**src/rtl/xgmm_pkg.sv**
```systemverilog
// Shared types and address helpers for the XGMM FIFO drain path.
// Optional build macro: XGMM_ATTR_PRIORITY_EN (attribute-first arbitration).
package xgmm_pkg;

  localparam int PAR_W   = 12;
  localparam int AAR_W   = 13;
  localparam int VADDR_W = 15;
  localparam int DATA_W  = 16;

  typedef enum logic [1:0] {
    IDLE,
    POP,
    REQ
  } drain_state_t;

  typedef enum logic {
    SRC_P,
    SRC_A
  } src_t;

  // Pattern lines are 4 words; p_cnt picks the word within the line.
  function automatic logic [VADDR_W-1:0] pat_addr(
    input logic [VADDR_W-1:0] base,
    input logic [PAR_W-1:0]   par,
    input logic [1:0]         cnt
  );
    return base | {1'b0, par, cnt};
  endfunction

  function automatic logic [VADDR_W-1:0] attr_addr(
    input logic [VADDR_W-1:0] base,
    input logic [AAR_W-1:0]   aar
  );
    return base | {2'b00, aar};
  endfunction

endpackage

```
**src/rtl/xgmm_rr_arb2.sv**
```systemverilog
// Two-way pattern/attribute source select for the FIFO drain.
// XGMM_ATTR_PRIORITY_EN turns round-robin into attribute-first.
module xgmm_rr_arb2
  import xgmm_pkg::*;
(
  input  logic p_req,
  input  logic a_req,
  input  src_t last_src,
  output logic gnt_valid,
  output src_t gnt_src
);

  assign gnt_valid = p_req | a_req;

`ifdef XGMM_ATTR_PRIORITY_EN
  logic unused_last;
  assign unused_last = last_src;

  always_comb begin
    gnt_src = SRC_P;
    if (a_req)
      gnt_src = SRC_A;
  end
`else
  always_comb begin
    gnt_src = SRC_P;
    unique case (1'b1)
      p_req & a_req:
        gnt_src = (last_src == SRC_P) ? SRC_A : SRC_P;
      a_req & ~p_req:
        gnt_src = SRC_A;
      default:
        gnt_src = SRC_P;
    endcase
  end
`endif

endmodule

```
**src/rtl/xgmm_fifo_drain.sv**
```systemverilog
// Drains pattern/attribute FIFOs into VRAM via a req/gnt write port.
// Build macro XGMM_ATTR_PRIORITY_EN selects attribute-first arbitration.
module xgmm_fifo_drain
  import xgmm_pkg::*;
#(
  parameter logic [VADDR_W-1:0] P_BASE = 15'h0000,
  parameter logic [VADDR_W-1:0] A_BASE = 15'h4000
) (
  input  logic               clk_sys,
  input  logic               rst_n,
  input  logic               drain_en,
  input  logic               p_empty,
  input  logic               a_empty,
  input  logic [DATA_W-1:0]  p_data,
  input  logic [DATA_W-1:0]  a_data,
  input  logic [PAR_W-1:0]   par,
  input  logic [AAR_W-1:0]   aar,
  output logic               p_pop,
  output logic               a_pop,
  output logic               mem_req,
  input  logic               mem_gnt,
  output logic [VADDR_W-1:0] mem_addr,
  output logic [DATA_W-1:0]  mem_wdata,
  output logic               busy
);

  drain_state_t state_q;
  drain_state_t state_d;
  src_t         sel_q;
  src_t         last_src_q;
  src_t         arb_src;
  logic         arb_valid;
  logic [1:0]   p_cnt_q;
  logic         p_pop_q;

  xgmm_rr_arb2 u_arb (
    .p_req     (~p_empty),
    .a_req     (~a_empty),
    .last_src  (last_src_q),
    .gnt_valid (arb_valid),
    .gnt_src   (arb_src)
  );

  always_ff @(posedge clk_sys or negedge rst_n) begin
    if (!rst_n)
      state_q <= IDLE;
    else
      state_q <= state_d;
  end

  always_comb begin
    state_d = state_q;
    unique case (state_q)
      IDLE:
        if (drain_en && arb_valid)
          state_d = POP;
      POP:
        state_d = REQ;
      REQ:
        if (mem_gnt)
          state_d = IDLE;
      default:
        state_d = IDLE;
    endcase
  end

  always_comb begin
    p_pop   = (state_q == POP) && (sel_q == SRC_P);
    a_pop   = (state_q == POP) && (sel_q == SRC_A);
    mem_req = (state_q == REQ);
    busy    = (state_q != IDLE);
  end

  // p_cnt tracks the interface's burst counter: it advances as the pop
  // pulse falls and any empty FIFO restarts the line.
  always_ff @(posedge clk_sys or negedge rst_n) begin
    if (!rst_n) begin
      p_pop_q <= 1'b0;
      p_cnt_q <= 2'd0;
    end else begin
      p_pop_q <= p_pop;
      if (p_empty)
        p_cnt_q <= 2'd0;
      else if (p_pop_q && !p_pop)
        p_cnt_q <= p_cnt_q + 2'd1;
    end
  end

  always_ff @(posedge clk_sys or negedge rst_n) begin
    if (!rst_n) begin
      sel_q      <= SRC_P;
      last_src_q <= SRC_A;
      mem_addr   <= '0;
      mem_wdata  <= '0;
    end else begin
      if (state_q == IDLE && state_d == POP)
        sel_q <= arb_src;
      if (state_q == POP) begin
        last_src_q <= sel_q;
        if (sel_q == SRC_P) begin
          mem_addr  <= pat_addr(P_BASE, par, p_cnt_q);
          mem_wdata <= p_data;
        end else begin
          mem_addr  <= attr_addr(A_BASE, aar);
          mem_wdata <= a_data;
        end
      end
    end
  end

endmodule

```
**config.mk**
```make
export PLATFORM = sky130hd
export DESIGN_NAME = xgmm_fifo_drain
export DESIGN_NICKNAME = d
export VERILOG_FILES = /design/src/rtl/xgmm_pkg.sv /design/src/rtl/xgmm_rr_arb2.sv /design/src/rtl/xgmm_fifo_drain.sv
export SDC_FILE = /design/constraint.sdc
export NUM_CORES = 1
export LEC_CHECK = 0
export ABC_CLOCK_PERIOD_IN_PS = 2790
export CAP_MARGIN = 20
export CORE_ASPECT_RATIO = 0.75
export CORE_MARGIN = 8
export CORE_UTILIZATION = 35
export CTS_BUF_LIST = sky130_fd_sc_hd__clkbuf_4
export CTS_CLUSTER_SIZE = 16
export DETAILED_ROUTE_END_ITERATION = 8
export PLACE_DENSITY = 0.75
export REMOVE_ABC_BUFFERS = 1
export SYNTH_ARGS = -nofsm -noshare
export SYNTH_HDL_FRONTEND = slang
export SYNTH_SLANG_ARGS = --single-unit
export TNS_END_PERCENT = 10
```
**constraint.sdc**
```tcl
create_clock -name clk_sys -period 2.79 [get_ports clk_sys]
set_input_delay 0.558 -clock clk_sys [delete_from_list [all_inputs] [get_ports clk_sys]]
set_output_delay 0.558 -clock clk_sys [all_outputs]
set_load 0.01 [all_outputs]
```
## Yosys cells after proc, flatten, opt, wreduce, memory -nomap -nowiden

Index checks and enable logic that the tools add are counted.

| storage, ports and cells | value |
|---|---|
| output and inout bits | 35 |
| register bits after elaboration | 38 |

| operators by class | value |
|---|---|
| mux-type cells | 9 |
| eq/ne operators | 3 |
| reduce and logical (&&, ||, !) cells | 9 |
| bitwise operators | 6 |
| $add $sub $neg | 1 |

Operators with widths:

| cell | count |
|---|---|
| $mux W16 | 1 |
| $mux W15 | 1 |
| $mux W2 | 4 |
| $pmux W2 S3 | 1 |
| $logic_and A1 B1 Y1 | 5 |
| $eq A2 B1 Y1 const B | 2 |
| $reduce_bool A2 Y1 | 2 |
| $not A1 Y1 | 3 |
| $add A2 B1 Y2 const B | 1 |
| $and A1 B1 Y1 | 2 |
| $eq A2 B2 Y1 const B | 1 |
| $logic_not A2 Y1 | 1 |
| $pmux W1 S2 | 1 |
| $logic_not A1 Y1 | 1 |
| $mux W1 | 1 |
| $or A1 B1 Y1 | 1 |

## Depth between registers and ports, before layout

| logic depth | value |
|---|---|
| depth after elaboration | 7 |
| gate-level depth with buffers | 5 |
| depth with buffers taken out | 3 |

## Modules after synthesis

From an unflattened synthesis, not the netlist that was laid out.

| second synthesis, totals | value |
|---|---|
| cell total of the unflattened synthesis | 166 |
| area total of the unflattened synthesis | 1,771.7 um2 |

Modules (own cells, without submodules):

| module | cells each | area an instance (um2) | instances |
|---|---|---|---|
| xgmm_fifo_drain | 164 | 1,757.9 | 1 |
| xgmm_rr_arb2 | 2 | 13.8 | 1 |

## Worst setup path after synthesis

No wires, ideal clock.

| timing | value |
|---|---|
| path kind | reg-to-output |
| start point | register state_q[1] |
| end point | output port p_pop |
| path buffers | 2 |
| arrival time | 1,066 ps |
| stages on the path, launching flop included | 5 |
| slack | 1,166 ps |
| cells stage by stage | dfrtp_1 > nand2b_2 > buf_4 > buf_2 > nor2_1 |

| between the ends | value |
|---|---|
| longest elaborated chain between the ends | 2 |

RTL lines:

| what | RTL line | RTL |
|---|---|---|
| start: declaration | xgmm_fifo_drain.sv:27 | `drain_state_t state_q;` |
| start signal: assignment | xgmm_fifo_drain.sv:48 | `state_q <= state_d;` |
| $eq A2 B1 Y1 | xgmm_fifo_drain.sv:68 | `p_pop = (state_q == POP) && (sel_q == SRC_P);` |
| $logic_and A1 B1 Y1 | xgmm_fifo_drain.sv:68 |  |
| end: declaration | xgmm_fifo_drain.sv:18 | `output logic p_pop,` |

Every way passes these cells.

## Worst setup path after layout

| timing | value |
|---|---|
| start point | register sel_q |
| end point | output port a_pop |

| between the ends | value |
|---|---|
| longest elaborated chain between the ends | 1 |

RTL lines:

| what | RTL line | RTL |
|---|---|---|
| start: declaration | xgmm_fifo_drain.sv:29 | `src_t sel_q;` |
| start signal: assignment | xgmm_fifo_drain.sv:97 | `sel_q <= arb_src;` |
| $logic_and A1 B1 Y1 | xgmm_fifo_drain.sv:69 | `a_pop = (state_q == POP) && (sel_q == SRC_A);` |
| end: declaration | xgmm_fifo_drain.sv:19 | `output logic a_pop,` |

Every way passes these cells.

==> results.cfg <==
[timing]
maxSlewViolCount = 0
slew_headroom_pct = 43.16
fmax_ghz = 0.4259
min_period_ns = 2.348
rsz0062_at_grt = no
whs_ns = 0.3181
fin_worst_skew_ns = 0.01112
tightest_slew_ns = 0.8526
hold_viol_final = 0
fin_crit_sh_pct = 84.15
setup-tns-final_ns = 0
setup_viol = 0

[synth]
syn_inst = 164
syn_area_um2 = 1730
synth-edff-count = 0
synth_area_leaders = dfrtp_1 54%, mux2i_1 17%, o21ai_0 9.0%, nand2_1 7.4%, buf_4 1.7%
yosys.area.top_type = dfrtp_1
syn_avg_cell_area_um2 = 10.55
yosysMostFrequentCell = dfrtp_1
synth_flop_cell = dfrtp_1
ys_seq_area_share_pct = 55.03
yosys_register_bits = 38
ys_top_cells_by_count = 37 x dfrtp_1, 34 x nand2_1, 31 x o21ai_0
yosysTopAreaCellShare_pct = 53.51
synth_warnings = 0
synth.distinct_cells = 23
async_flop_share_pct = 100.0

[clocking]
clk_latency_ns = 0.33
post_cts_buffers = 0
post_cts_resized = 0
cts_sinks = 38
holdBufCountCts = 0
cts-root-buf = clkbuf_4
h-tree-depth = 2
clk_pin_slew_worst_paths_ns = 0.11
cts-buffers-inserted = 5
clock_path_buffers = 2
cts_tree = built

[detailed_routing]
drtAntennaViolNets = 0
drt-total-wl_mm = 4.745
vias = 1483
via_per_inst = 4.634
wl_per_cell_um = 14.83
dr.pass1.iters = 4
drc = 0
drt_iter0_drc = 26

[grt]
first_global_vias = 1590
grt_first_pass_wirelength_mm = 7.941
grt.total_usage_pct = 13.04
antenna_found_initial = 0
overflow = 0
grt_max_degree = 66

[placed_design]
gp_congestion = 0.7168
dpl.hpwl_mm = 3.546
portBuffers = 97

[final_layout]
nets = 322
area_growth_pct = 60.59
diodes = 0
drive_above_1_share_pct = 6.923

[floorplan]
core-area_um2 = 4817
die_height_um = 76.90
start_util_pct = 35.92
die_w_um = 97.19
dieArea_um2 = 7473
fp-row-count = 22
ioPinCount = 98

[worst_hold_path]
min_path_type = in -> async

[critical_path]
path_cells = nand3b_1 > inv_1 > clkdlybuf4s50_1
rr_startpoint = sel_q
crit_start = sel_q
cp_slowest_cell = dfrtp_2
worstPathArrival_ns = 1.79
cp_num_buf_inv = 2
path_delay_family = flip-flops
setup.worst_path.class = reg -> out
crit_path_max_incr_delay_ns = 0.67
cp_max_fo = 17
endpoint_kind = primary output
start_kind = flop
worst-endpoint-required_ns = 2.23

[power]
vdd_ir_drop_max_mv = 0.4000
power_density_nw_per_um2 = 874.2
total_power_mw = 2.429
power.leakage_nw = 1.284

[status]
status = completed

[run]
maxCapViolations = 0
-- registers in the layout, summed over array words and instances, names as in the netlist --
register    flops
p_cnt_q         2
mem_addr       15
mem_wdata      16
p_pop_q         1
last_src_q      1
state_q         2
sel_q           1
-- logic make-up after synthesis --
group / share of synthesized area, %
flip-flops: 55.03
buffers and inverters: 4.049
multiplexers: 18.08
AO/OA/AOI/OAI: 10.85
AND/OR/NAND/NOR: 12.00
-- layer usage --
metal | global-route usage, % | part of all wire (%) | wire length [um] | vias up
met5 | 0 | 0 | 0 | -
met1 | 17.05 | 49 | 2313 | 661
li1 | - | - | - | 749
met2 | 17.34 | 40 | 1892 | 68
met3 | 6.983 | 10 | 492 | 5
met4 | 5.054 | 0.97 | 46 | 0
-- report_power, final --
part	total, mW	switching, mW	internal [mW]
combinational	1.18	0.494	0.690
sequential	0.969	0.175	0.795
clock	0.276	0.171	0.105
total	2.43	0.840	1.59
-- cell type report --
type                       count  area, um^2
timing repair buffer          99       980.9
tap                           60       75.07
sequential                    38       953.4
clock buffer                   6       45.04
clock inverter                 2       8.758
multi-input combinational    113       708.2
fill                         445        2038
inverter                       2       7.507
-- stage by stage --
stage | instances | setup WS [ns] | util, % | cell area [um^2]
after floorplan | 153 | 0.6348 | - | 1668
after global placement | 312 | 0.8166 | 56.57 | 2725
after detailed placement | 312 | 0.8016 | 56.57 | 2725
after CTS | 320 | 0.3883 | 57.69 | 2779
after global routing | 320 | 0.3106 | 57.69 | 2779
final | 320 | 0.4423 | 57.69 | 2779
-- path summary, 6_finish.rpt --
path | to | slack, ns | cells past startpoint
setup / recovery | a_pop | 0.44 | 3
hold / removal | mem_addr[1] | 0.32 | 1
setup reg to reg | p_cnt_q[1] | 1.16 | 3
hold reg to reg | last_src_q | 0.48 | 2
max in group asynchronous | sel_q | 1.89 | 1
min in group clk_sys | last_src_q | 0.48 | 2
-- cells in the final DEF, fill, tap and decap left out, drive strengths merged, types with 3 or more instances in the layout --
cell            n
mux2i          29
clkbuf          6
clkdlybuf4s50  96
buf             3
o21ai          32
dfrtp          37
nor2            5
nand2          34
Note: power is estimated with default switching activity, not from simulation.
